**config.mk**
```make
export PLATFORM = sky130hd
export DESIGN_NAME = priority_decoder_dispatch
export DESIGN_NICKNAME = d
export VERILOG_FILES = /design/src/rtl/priority_decoder_dispatch_pkg.sv /design/src/rtl/priority_decoder_dispatch_decoder_4to16.sv /design/src/rtl/priority_decoder_dispatch.sv
export SDC_FILE = /design/constraint.sdc
export NUM_CORES = 1
export LEC_CHECK = 0
export ABC_AREA = 0
export CAP_MARGIN = 10
export CORE_MARGIN = 10
export CORE_UTILIZATION = 51
export CTS_CLUSTER_DIAMETER = 80
export DETAILED_ROUTE_END_ITERATION = 8
export HOLD_SLACK_MARGIN = 0.06
export PLACE_DENSITY = 0.86
export SLEW_MARGIN = 10
export SYNTH_ARGS = -nofsm -noshare
export SYNTH_HDL_FRONTEND = slang
export SYNTH_SLANG_ARGS = --single-unit
```
**constraint.sdc**
```tcl
create_clock -name clk -period 3.85 [get_ports clk]
set_input_delay 0.385 -clock clk [delete_from_list [all_inputs] [get_ports clk]]
set_output_delay 0.385 -clock clk [all_outputs]
set_load 0.01 [all_outputs]
```
**src/rtl/priority_decoder_dispatch_pkg.sv**
```systemverilog
// Shared types and sizes for the priority decoder dispatch block.
// The state enum, code width and line count are used by the top and the decoder.
package priority_decoder_dispatch_pkg;

    localparam int CODE_W    = 4;
    localparam int NUM_LINES = 16;

    typedef enum logic [1:0] {
        IDLE    = 2'd0,
        ACTIVE  = 2'd1,
        RELEASE = 2'd2
    } state_t;

endpackage

```
**src/rtl/priority_decoder_dispatch_decoder_4to16.sv**
```systemverilog
// Combinational 4-to-16 one-hot decode; the parent registers the result.
module decoder_4to16
    import priority_decoder_dispatch_pkg::*;
(
    input  logic [CODE_W-1:0]    i_code,
    output logic [NUM_LINES-1:0] o_onehot
);

    for (genvar gi = 0; gi < NUM_LINES; gi++) begin : g_line
        assign o_onehot[gi] = (i_code == CODE_W'(gi));
    end

endmodule

```
**src/rtl/priority_decoder_dispatch.sv**
```systemverilog
// Accepts a 4-bit line code, drives a registered one-hot select until the target
// acknowledges, times out or is disabled, then waits for ack to drop before re-arming.
module priority_decoder_dispatch
    import priority_decoder_dispatch_pkg::*;
#(
    parameter int TIMEOUT_CYCLES = 16,
    parameter int CNT_W          = 8
)(
    input  logic                 clk,
    input  logic                 rst_n,
    input  logic                 enable,
    input  logic [3:0]           code,
    input  logic                 code_valid,
    output logic                 code_ready,
    output logic [15:0]          out,
    input  logic [15:0]          ack,
    output logic                 busy,
    output logic                 timeout,
    output logic [CNT_W-1:0]     dispatch_count
);

    localparam int               TMR_W    = $clog2(TIMEOUT_CYCLES);
    localparam logic [TMR_W-1:0] TMR_LAST = TMR_W'(TIMEOUT_CYCLES - 1);
    localparam logic [CNT_W-1:0] CNT_MAX  = '1;

    state_t               r_state;
    logic [CODE_W-1:0]    r_sel;
    logic [TMR_W-1:0]     r_timer;
    logic [NUM_LINES-1:0] r_out;
    logic                 r_timeout;
    logic [CNT_W-1:0]     r_cnt;

    logic [NUM_LINES-1:0] w_dec;
    logic                 w_accept;
    logic                 w_ack_sel;

    decoder_4to16 u_dec (
        .i_code   (code),
        .o_onehot (w_dec)
    );

    assign code_ready = (r_state == IDLE) && !enable;
    assign w_accept   = code_valid && code_ready;
    // Only the selected line's acknowledge matters; all other bits are don't-care.
    assign w_ack_sel  = ack[r_sel];

    always_ff @(posedge clk) begin
        if (!rst_n) begin
            r_state   <= IDLE;
            r_sel     <= '0;
            r_timer   <= '0;
            r_out     <= '0;
            r_timeout <= 1'b0;
            r_cnt     <= '0;
        end else begin
            r_timeout <= 1'b0;
            case (r_state)
                IDLE: begin
                    if (w_accept) begin
                        r_sel   <= code;
                        r_out   <= w_dec;
                        r_timer <= '0;
                        r_state <= ACTIVE;
                    end
                end
                ACTIVE: begin
                    // Priority: acknowledge, then abort by disable, then timeout.
                    if (w_ack_sel) begin
                        r_out   <= '0;
                        r_state <= RELEASE;
                        if (r_cnt != CNT_MAX) r_cnt <= r_cnt + CNT_W'(1);
                    end else if (enable) begin
                        r_out   <= '0;
                        r_state <= RELEASE;
                    end else if (r_timer == TMR_LAST) begin
                        r_out     <= '0;
                        r_timeout <= 1'b1;
                        r_state   <= RELEASE;
                    end else begin
                        r_timer <= r_timer + TMR_W'(1);
                    end
                end
                RELEASE: begin
                    if (!w_ack_sel) r_state <= IDLE;
                end
                default: r_state <= IDLE;
            endcase
        end
    end

    assign out            = r_out;
    assign busy           = (r_state != IDLE);
    assign timeout        = r_timeout;
    assign dispatch_count = r_cnt;

endmodule

```
==> run metrics, run 1 <==
outcome=completed; clk sinks=35; CP Cell Sequence=mux4_2 -> mux4_2 -> o31ai_4 -> buf_4 -> mux2i_1; power density cells=between 300 and 400 nW/um^2; Ys Warns=0; ys flop type=dfxtp_1; crit start category=flop; I/O Pins=~50; worst slack at placement=about 0.96 ns; largest net degree at the start of global routing=29; Initial Util=between 50% and 60%; sw frac=27.77%; top post-synthesis cells by area=dfxtp_1 (39%), mux2i_1 (14%), nand2_1 (9.1%); worst r2r path cells=5; Root Buffer=clkbuf_4; final antenna-violating net count=0; core area=3363 um^2; WP buf/inv=1; H-tree depth=2; sequential fraction of the synthesis area=between 30% and 40%; Hold EP=out[14]$_SDFFE_PN0P_; sequential share of power=a little over half; commonest non-fill, non-tap cell in the layout=clkdlybuf4s50_1; Layout Area Growth over Synthesis=32.32%; Levels on crit path=5; Async SR Flop Fraction=0%; TritonCTS Buffers=5; postcts setup bufs=0; Setup violations, final=0; fin crit period=approximately 2.7 ns; cells after synthesis=just under 200; Post-Route WL=around 4500 um; routed vias=around 1600; Worst Setup End Kind=flop; delay-heaviest family, CP=multiplexers; unrepaired setup endpoints after global routing=no; Combinational Power Share=slightly above 20%; min-delay worst type=reg -> reg; Critical path origin=r_sel[2]$_SDFFE_PN0P_; # rows=21; Placer Congestion=0.7916; initial antenna violation count=0; CTS tree=yes; post-synth top area cell=dfxtp_1; worst hold start=out[14]$_SDFFE_PN0P_; max-cap viol count=0; top-area cell type share of the netlist area=slightly below 40%; Req. time, crit path=between 4 and 5 ns; NetSw=~200 uW; fin. max-slew vios=0; 1st-iter DRT viols=150; Max Fclk=375.8 MHz; reg2reg start=r_sel[2]$_SDFFE_PN0P_; period utilisation layout=about 69%; final worst slack=around 1.2 ns; die width=just under 80 um; Clock Power Share=25.9%; layout cell share with drive strength beyond 1=6.504%; Tightest Pin Transition=0.8116 ns; Worst Skew=0.005680 ns; Yosys reg bits=35; HPWL Detailed=3406 um; number of synthesized flops with an enable pin=0; clk slew on worst S/H paths=0.10 ns; die height=around 80 um; grt total ovfl=0; reg2reg end=out[15]$_SDFFE_PN0P_; All-Layer GR Usage=~15%; Vias per Instance=5.514; DRC violations left=0; commonest non-fill, non-tap cells in the layout=clkdlybuf4s50_1 (50), nand2_1 (43), dfxtp_1 (35), mux2i_1 (24); P_leak=approximately 0.00090 uW; Port Buf Inserts=50; Fin. Hold Viols=0; first-pass GRT wire length=7576 um; Crit Path Class=reg -> reg; worst hold stages=2; die footprint=approximately 6200 um^2; Mapped Area=1777 um^2; CTS Hold Buffers Added=0; post-synthesis net count=222; Synth cell types=34; WL/cell=~15 um; total power=roughly 720 uW; # diodes=0; setup TNS=0 ns; critical path's slowest cell=mux4_2; vias in the first global route=~1600; Worst Path Max Fanout=22; Avg Cell Area, Syn=9.065 um^2; most used cell, CP=mux4_2; Slew HR=45.18%; CTS Buffer Depth=2; post_cts resized=0; Int Pwr=just over 500 uW; worst-skew pair later-pin latency=0.34 ns; Pre-Repair DR Iteration Count=6; peak supply drop=approximately 0.26 mV; r2r setup slk=about 1.2 ns; layout net count=roughly 270; slowest stage delay, CP=about 0.70 ns; Worst EP arrival=slightly below 3 ns
## Yosys cell counts (2+ instances only)
cell,instances
o311ai_1,2
nor3b_1,5
ha_1,2
a31o_1,4
a21oi_1,6
o21ai_1,2
nand2_1,43
nor3_1,3
buf_6,2
and4_1,2
nand4_1,6
a211oi_1,2
clkbuf_1,8
nand2b_1,6
nor2_1,7
dfxtp_1,35
and3_1,4
mux2i_1,24
or4_1,2
mux4_2,5
nor2b_1,2
inv_1,7
nand3_1,6
## power by group through the flow
stage	Combinational (uW)	Sequential, uW	Clock, uW
2_1_floorplan	93.9	392	0
3_3_place_gp	141	394	0
3_5_place_dp	146	395	0
4_1_cts	146	386	192
5_1_grt	160	388	209
6_report	146	386	186
## per-stage QoR
step           area (um^2)  hold WS, ns  std cells  util, %
2_1_floorplan         1777       0.4596        196        -
3_3_place_gp          2301       0.4453        284    68.42
3_5_place_dp          2301       0.4514        284    68.42
4_1_cts               2351       0.4687        292    69.90
5_1_grt               2351       0.4876        292    69.90
6_report              2351       0.4657        292    69.90
## cell families after synthesis
logic type | share of synthesized area [%]
adders and majority gates | 1.408
DFF | 39.44
AOI/OAI and AO/OA | 9.366
buffers and inverters | 4.648
and+or+nand+nor | 25.28
muxes | 19.86
## worst max path at each step
stage | end | slack (ns)
3_3_place_gp | out[2]$_SDFFE_PN0P_ | 1.07
5_1_grt | out[15]$_SDFFE_PN0P_ | 1.00
3_5_place_dp | out[15]$_SDFFE_PN0P_ | 0.96
4_1_cts | out[15]$_SDFFE_PN0P_ | 1.18
6_report | out[15]$_SDFFE_PN0P_ | 1.19
2_1_floorplan | out[10]$_SDFFE_PN0P_ | 1.53
## per-layer routing
layer	GRT usage (%)	vias up	routed length, um
li1	-	799	-
met1	17.01	755	1958
met2	23.57	51	2135
met3	6.194	5	304
met4	5.556	0	57
met5	0	-	0
## layout make-up
cell class | instances | area [um^2]
fillers | 290 | 1012
multi-input cells | 143 | 993.5
flip-flops and latches | 35 | 700.7
repair buffers | 53 | 523.0
well taps | 46 | 57.56
clock buffers | 7 | 45.04
inverters | 7 | 26.28
clock inverters | 1 | 5.005
## state kept, by name, summed over array words and instances (netlist names)
signal,flops
out,16
r_state,2
r_sel,4
dispatch_count,8
r_timer,4
timeout,1
## tightest hold or removal path, stage by stage (launching register included)
cell and delay (ns):
dfxtp_1 0.32, nand2_1 0.05, mux2i_1 0.05
Note: power is estimated with default switching activity, not from simulation.
==> run 2, diff against run 1 <==
--- a/config.mk
+++ b/config.mk
@@ -8,11 +8,11 @@
 export ABC_AREA = 0
 export CAP_MARGIN = 10
 export CORE_MARGIN = 10
-export CORE_UTILIZATION = 51
+export CORE_UTILIZATION = 42
 export CTS_CLUSTER_DIAMETER = 80
 export DETAILED_ROUTE_END_ITERATION = 8
 export HOLD_SLACK_MARGIN = 0.06
-export PLACE_DENSITY = 0.86
+export PLACE_DENSITY = 0.76
 export SLEW_MARGIN = 10
 export SYNTH_ARGS = -nofsm -noshare
 export SYNTH_HDL_FRONTEND = slang
==> constraint.sdc (replaced) <==
create_clock -name clk -period 2.3 [get_ports clk]
set_input_delay 0.23 -clock clk [delete_from_list [all_inputs] [get_ports clk]]
set_output_delay 0.23 -clock clk [all_outputs]
set_load 0.01 [all_outputs]
==> run metrics, run 2 (synthesis results as in run 1) <==
clk sinks=35; period utilisation layout=roughly 100%; Worst EP arrival=between 2 and 2.5 ns; final antenna-violating net count=0; vias in the first global route=approximately 1700; CP Cell Sequence=mux4_2 -> mux4_2 -> o31ai_4 -> buf_12 -> mux2i_2; fin. max-slew vios=0; 1st-iter DRT viols=between 70 and 80; setup TNS=0 ns; commonest non-fill, non-tap cells in the layout=clkdlybuf4s50_1 (50), nand2_1 (43), dfxtp_1 (34), mux2i_1 (23), buf_4 (8); CTS tree=yes; Worst Setup End Kind=flop; outcome=completed; postcts setup bufs=0; Worst Skew=between 0.008 and 0.009 ns; sw frac=27.81%; core area=4058 um^2; All-Layer GR Usage=around an eighth; Int Pwr=~1000 uW; fin crit period=~2.3 ns; Clock Power Share=between 30% and 40%; Finished Cell Area=2491 um^2; first-pass GRT wire length=between 7000 and 8000 um; routed vias=between 1500 and 2000; crit start category=flop; TritonCTS Buffers=5; unrepaired setup endpoints after global routing=yes; Req. time, crit path=between 2 and 3 ns; Crit Path Class=reg -> reg; Setup violations, final=0; largest net degree at the start of global routing=28; Combinational Power Share=around a fifth; Pre-Repair DR Iteration Count=4; layout net count=278; H-tree depth=2; WL/cell=~16 um; power density cells=roughly 550 nW/um^2; NetSw=roughly 380 uW; WP buf/inv=1; P_leak=~0.00095 uW; # rows=23; DRC violations left=0; Vias per Instance=roughly 5.4; Placer Congestion=between 0.8 and 0.9; worst slack at placement=-0.1602 ns; Max Fclk=~440 MHz; max-cap viol count=0; CTS Buffer Depth=2; min-delay worst type=reg -> reg; Fin. Hold Viols=0; most used cell, CP=mux4_2; max reg flops=16; Initial Util=approximately 44%; Final Core Density=61.39%; Tightest Pin Transition=just under 0.6 ns; grt total ovfl=0; delay-heaviest family, CP=multiplexers; area of the multi-input gates=about 1000 um^2; Finished Layout Cells=about 300; die height=around 85 um; Root Buffer=clkbuf_8; I/O Pins=51; commonest non-fill, non-tap cell in the layout=clkdlybuf4s50_1; placed cell areas=2365 um^2; worst-skew pair later-pin latency=0.29 ns; # diodes=0; Worst Path Max Fanout=8; fillers=349; Slew HR=60.58%; sequential share of power=47.1%; critical path's slowest cell=mux4_2; Port Buf Inserts=50; Layout Area Growth over Synthesis=40.21%; register area=704.4 um^2; HPWL Detailed=between 3000 and 4000 um; initial antenna violation count=0; die width=between 80 and 90 um; slowest stage delay, CP=around 0.56 ns; Post-Route WL=roughly 4700 um; die footprint=between 7000 and 8000 um^2; clk slew on worst S/H paths=0.07 ns; final worst slack=0.02242 ns; layout cell share with drive strength beyond 1=11.07%; peak supply drop=0.3416 mV; CTS Hold Buffers Added=0; placed insts=~290
run 2: power by group through the flow:
stage	clock, uW	combinational (uW)	sequential [uW]
finish	440	286	646
global route	483	307	651
CTS	453	270	646
detailed placement	0	267	661
global placement	0	263	660
floorplan	0	157	657
run 2: area by class of cell:
type,count,share of cell area [%]
clock buffer,6,2.913
tap,50,2.511
multi-input combinational,143,40.43
inverter,7,1.055
sequential,35,28.28
clock inverter,2,0.5023
timing repair buffer,60,24.31
run 2: repair_timing:
action | CTS | global route
setup endpoints to repair | 2 | 12
pin swaps | 0 | 1
gates cloned | 0 | 1
resized for setup | 2 | 2
run 2: final timing paths:
kind | from | end | slack (ns) | depth (start not counted)
setup reg to reg | r_sel[2]$_SDFFE_PN0P_ | out[6]$_SDFFE_PN0P_ | 0.02 | 5
hold / removal | out[9]$_SDFFE_PN0P_ | out[9]$_SDFFE_PN0P_ | 0.46 | 2
setup / recovery | r_sel[2]$_SDFFE_PN0P_ | out[6]$_SDFFE_PN0P_ | 0.02 | 5
hold reg to reg | out[9]$_SDFFE_PN0P_ | out[9]$_SDFFE_PN0P_ | 0.46 | 2
run 2: worst reg2reg max path, delay by kind of cell, from the launching register on:
kind,cells,cell delay (ns)
multiplexers,3,1.29
flip-flops,1,0.39
AO/OA/AOI/OAI,1,0.33
buffers and inverters,1,0.19
run 2: metrics by stage:
stage	total power (uW)	hold slack, ns
6_report	1372	0.4602
5_1_grt	1441	0.4911
4_1_cts	1370	0.4622
3_5_place_dp	928.4	0.4503
3_3_place_gp	923.2	0.4452
2_1_floorplan	814.2	0.3771
run 2: routing by layer:
| metal | track usage, % | vias to the layer above | wire length, um |
|---|---|---|---|
| met1 | 14.21 | 771 | 2064 |
| met4 | 7.036 | 0 | 103 |
| met5 | 0 | - | 0 |
| li1 | - | 812 | - |
| met3 | 4.398 | 7 | 264 |
| met2 | 21.87 | 45 | 2277 |
==> run 3, diff against run 2 <==
--- a/config.mk
+++ b/config.mk
@@ -8,12 +8,14 @@
 export ABC_AREA = 0
 export CAP_MARGIN = 10
 export CORE_MARGIN = 10
-export CORE_UTILIZATION = 42
+export CORE_UTILIZATION = 43
 export CTS_CLUSTER_DIAMETER = 80
 export DETAILED_ROUTE_END_ITERATION = 8
+export GPL_TIMING_DRIVEN = 0
 export HOLD_SLACK_MARGIN = 0.06
-export PLACE_DENSITY = 0.76
+export PLACE_DENSITY = 0.77
 export SLEW_MARGIN = 10
 export SYNTH_ARGS = -nofsm -noshare
 export SYNTH_HDL_FRONTEND = slang
+export SYNTH_HIERARCHICAL = 1
 export SYNTH_SLANG_ARGS = --single-unit
==> run metrics, run 3 <==
outcome=completed; worst slack at placement=-0.2230 ns; All-Layer GR Usage=around 14%; initial antenna violation count=0; Mapped Area=between 1500 and 2000 um^2; final antenna-violating net count=0; Async SR Flop Fraction=0%; Port Buf Inserts=49; die footprint=between 7000 and 8000 um^2; Synth cell types=roughly 40; Vias per Instance=approximately 5.7; period utilisation layout=97.46%; I/O Pins=51; DRC violations left=0; fin. max-slew vios=0; Crit Path Class=reg -> reg; Worst Skew=slightly above 0.007 ns; Initial Util=44.88%; met3 WL=about 340 um; TritonCTS Buffers=5; grt total ovfl=0; commonest non-fill, non-tap cells in the layout=clkdlybuf4s50_1 (49), dfxtp_1 (34), a22o_1 (16), nand2_1 (13), a21oi_1 (13); slowest stage delay, CP=between 0.5 and 0.6 ns; fin crit period=approximately 2.2 ns; placed cell areas=roughly 2400 um^2; Placer Congestion=between 0.7 and 0.8; power density cells=~560 nW/um^2; peak supply drop=0.3594 mV; Max Used Layer=met4; number of synthesized flops with an enable pin=0; Tightest Pin Transition=0.5501 ns; post-synth top area cell=dfxtp_1; unrepaired setup endpoints after global routing=yes; Post-Route WL=~4800 um; Layout Area Growth over Synthesis=39.45%; final worst slack=between 0.05 and 0.06 ns; Avg Cell Area, Syn=~10 um^2; layout cell share with drive strength beyond 1=16.25%; Root Buffer=clkbuf_8; 1st-iter DRT viols=81; HPWL Detailed=approximately 3600 um; DRT met1 WL=between 1500 and 2000 um; Req. time, crit path=between 2 and 3 ns; crit start category=flop; max reg flops=16; Worst EP arrival=2.47 ns; Slew HR=between 60 and 70%; top cells by count, synth=dfxtp_1 (35), a22o_1 (16), a21oi_1 (14), nand2_1 (13), inv_1 (11); routed vias=between 1500 and 2000; WL/cell=between 15 and 20 um; die height=approximately 85 um; Pre-Repair DR Iteration Count=4; Ys Warns=6; Finished Cell Area=between 2000 and 3000 um^2; most used cell, CP=mux4_2; min-delay worst type=in -> reg; met2 WL=roughly 2400 um; Final Core Density=about 63%; core area=about 4000 um^2; Setup violations, final=0; hold_ws=between 0.3 and 0.4 ns; worst-skew pair later-pin latency=around 0.29 ns; top-area cell type share of the netlist area=38.75%; die width=84.84 um; Max Fclk=roughly 450 MHz; P_leak=0.0008868 uW; vias in the first global route=about 1700; commonest non-fill, non-tap cell in the layout=clkdlybuf4s50_1; clk slew on worst S/H paths=roughly 0.070 ns; clk sinks=35; Worst Path Max Fanout=5; most frequent cell after synthesis=dfxtp_1; largest net degree at the start of global routing=12; Worst Setup End Kind=flop; CTS Buffer Depth=2; Fin. Hold Viols=0; cells after synthesis=roughly 180; layout net count=~270; H-tree depth=2; max-cap viol count=0; ys flop type=dfxtp_1; CTS tree=yes; # rows=23; sequential fraction of the synthesis area=~39%; CP Cell Sequence=buf_6 -> mux4_2 -> mux4_2 -> or4_4 -> a21oi_2; # diodes=0; Yosys reg bits=35; top post-synthesis cells by area=dfxtp_1 (39%), a22o_1 (7.8%), mux4_2 (6.2%); post-synthesis net count=about 210; first-pass GRT wire length=8335 um; critical path's slowest cell=mux4_2
[run 3: cell types whose count changed after synthesis, sizes merged, moves of 4 or more]
cell and delta:
nand2 -30, mux2i -23, a22o +16, a21oi +8, and4bb +6, nor3b -5
and4b +4, inv +4
[run 3: kinds of logic (layout without fill, tap and decap cells)]
kind of cell	count (synthesis)	in the layout	share of synthesized area, %
buffers and inverters	23	84	6.436
adder cells (fa/ha/maj)	2	2	1.384
AO/OA/AOI/OAI	50	50	21.59
flip-flops	35	35	38.75
multiplexers	6	6	6.782
AND/OR/NAND/NOR	63	63	25.05
[run 3: power by group]
part / switching [uW] / internal [uW]
clock network: 228 / 351
registers: 8.83 / 615
logic: 101 / 107
total: 338 / 1070
[run 3: through the flow]
stage                     cells  TNS [ns]  power [uW]
after floorplan             179         0       749.1
after global placement      278    -3.384       831.9
after detailed placement    278    -3.737       833.9
after CTS                   289         0        1420
after global routing        290  -0.01575        1473
final                       290         0        1411
[run 3: area by class of cell]
cell class                 instances  area, um^2
fill                             363        1508
tap                               50       62.56
clock inverter                     2       35.03
sequential                        35       701.9
buffer                            12       76.32
timing repair buffer              53       520.5
clock buffer                       6       82.58
inverter                          11       41.29
multi-input combinational        121        1001
[run 3: final timing paths]
| check | start | to | slack (ns) | depth (start not counted) |
|---|---|---|---|---|
| worst max register to register | r_sel[0]$_SDFFE_PN0P_ | r_timer[1]$_SDFFE_PN0P_ | 0.06 | 5 |
| worst min register to register | out[1]$_SDFFE_PN0P_ | out[1]$_SDFFE_PN0P_ | 0.48 | 1 |
| worst max-delay path | r_sel[0]$_SDFFE_PN0P_ | r_timer[1]$_SDFFE_PN0P_ | 0.06 | 5 |
| worst min-delay path | rst_n | dispatch_count[0]$_SDFFE_PN0P_ | 0.35 | 3 |
[run 3: metal layers]
metal | global-route usage (%) | up-vias
met4 | 5.988 | 0
met3 | 5.927 | 12
met5 | 0 | -
li1 | - | 804
met2 | 22.44 | 37
met1 | 15.35 | 802
[run 3: worst max-delay path: cells and delay by family, from the launching register on]
| family | cells | cell delay, ns |
|---|---|---|
| multiplexers | 2 | 1.07 |
| buffers and inverters | 1 | 0.12 |
| AO/OA/AOI/OAI | 1 | 0.13 |
| flip-flops | 1 | 0.32 |
| AND/OR/NAND/NOR | 1 | 0.54 |
[run 3: timing repair]
item | CTS | global route
pin swaps | 1 | 1
resized for setup | 0 | 6
hold buffers | 0 | 0
setup buffers | 3 | 1
setup endpoints to repair | 11 | 24
hold endpoints to repair | 0 | 0
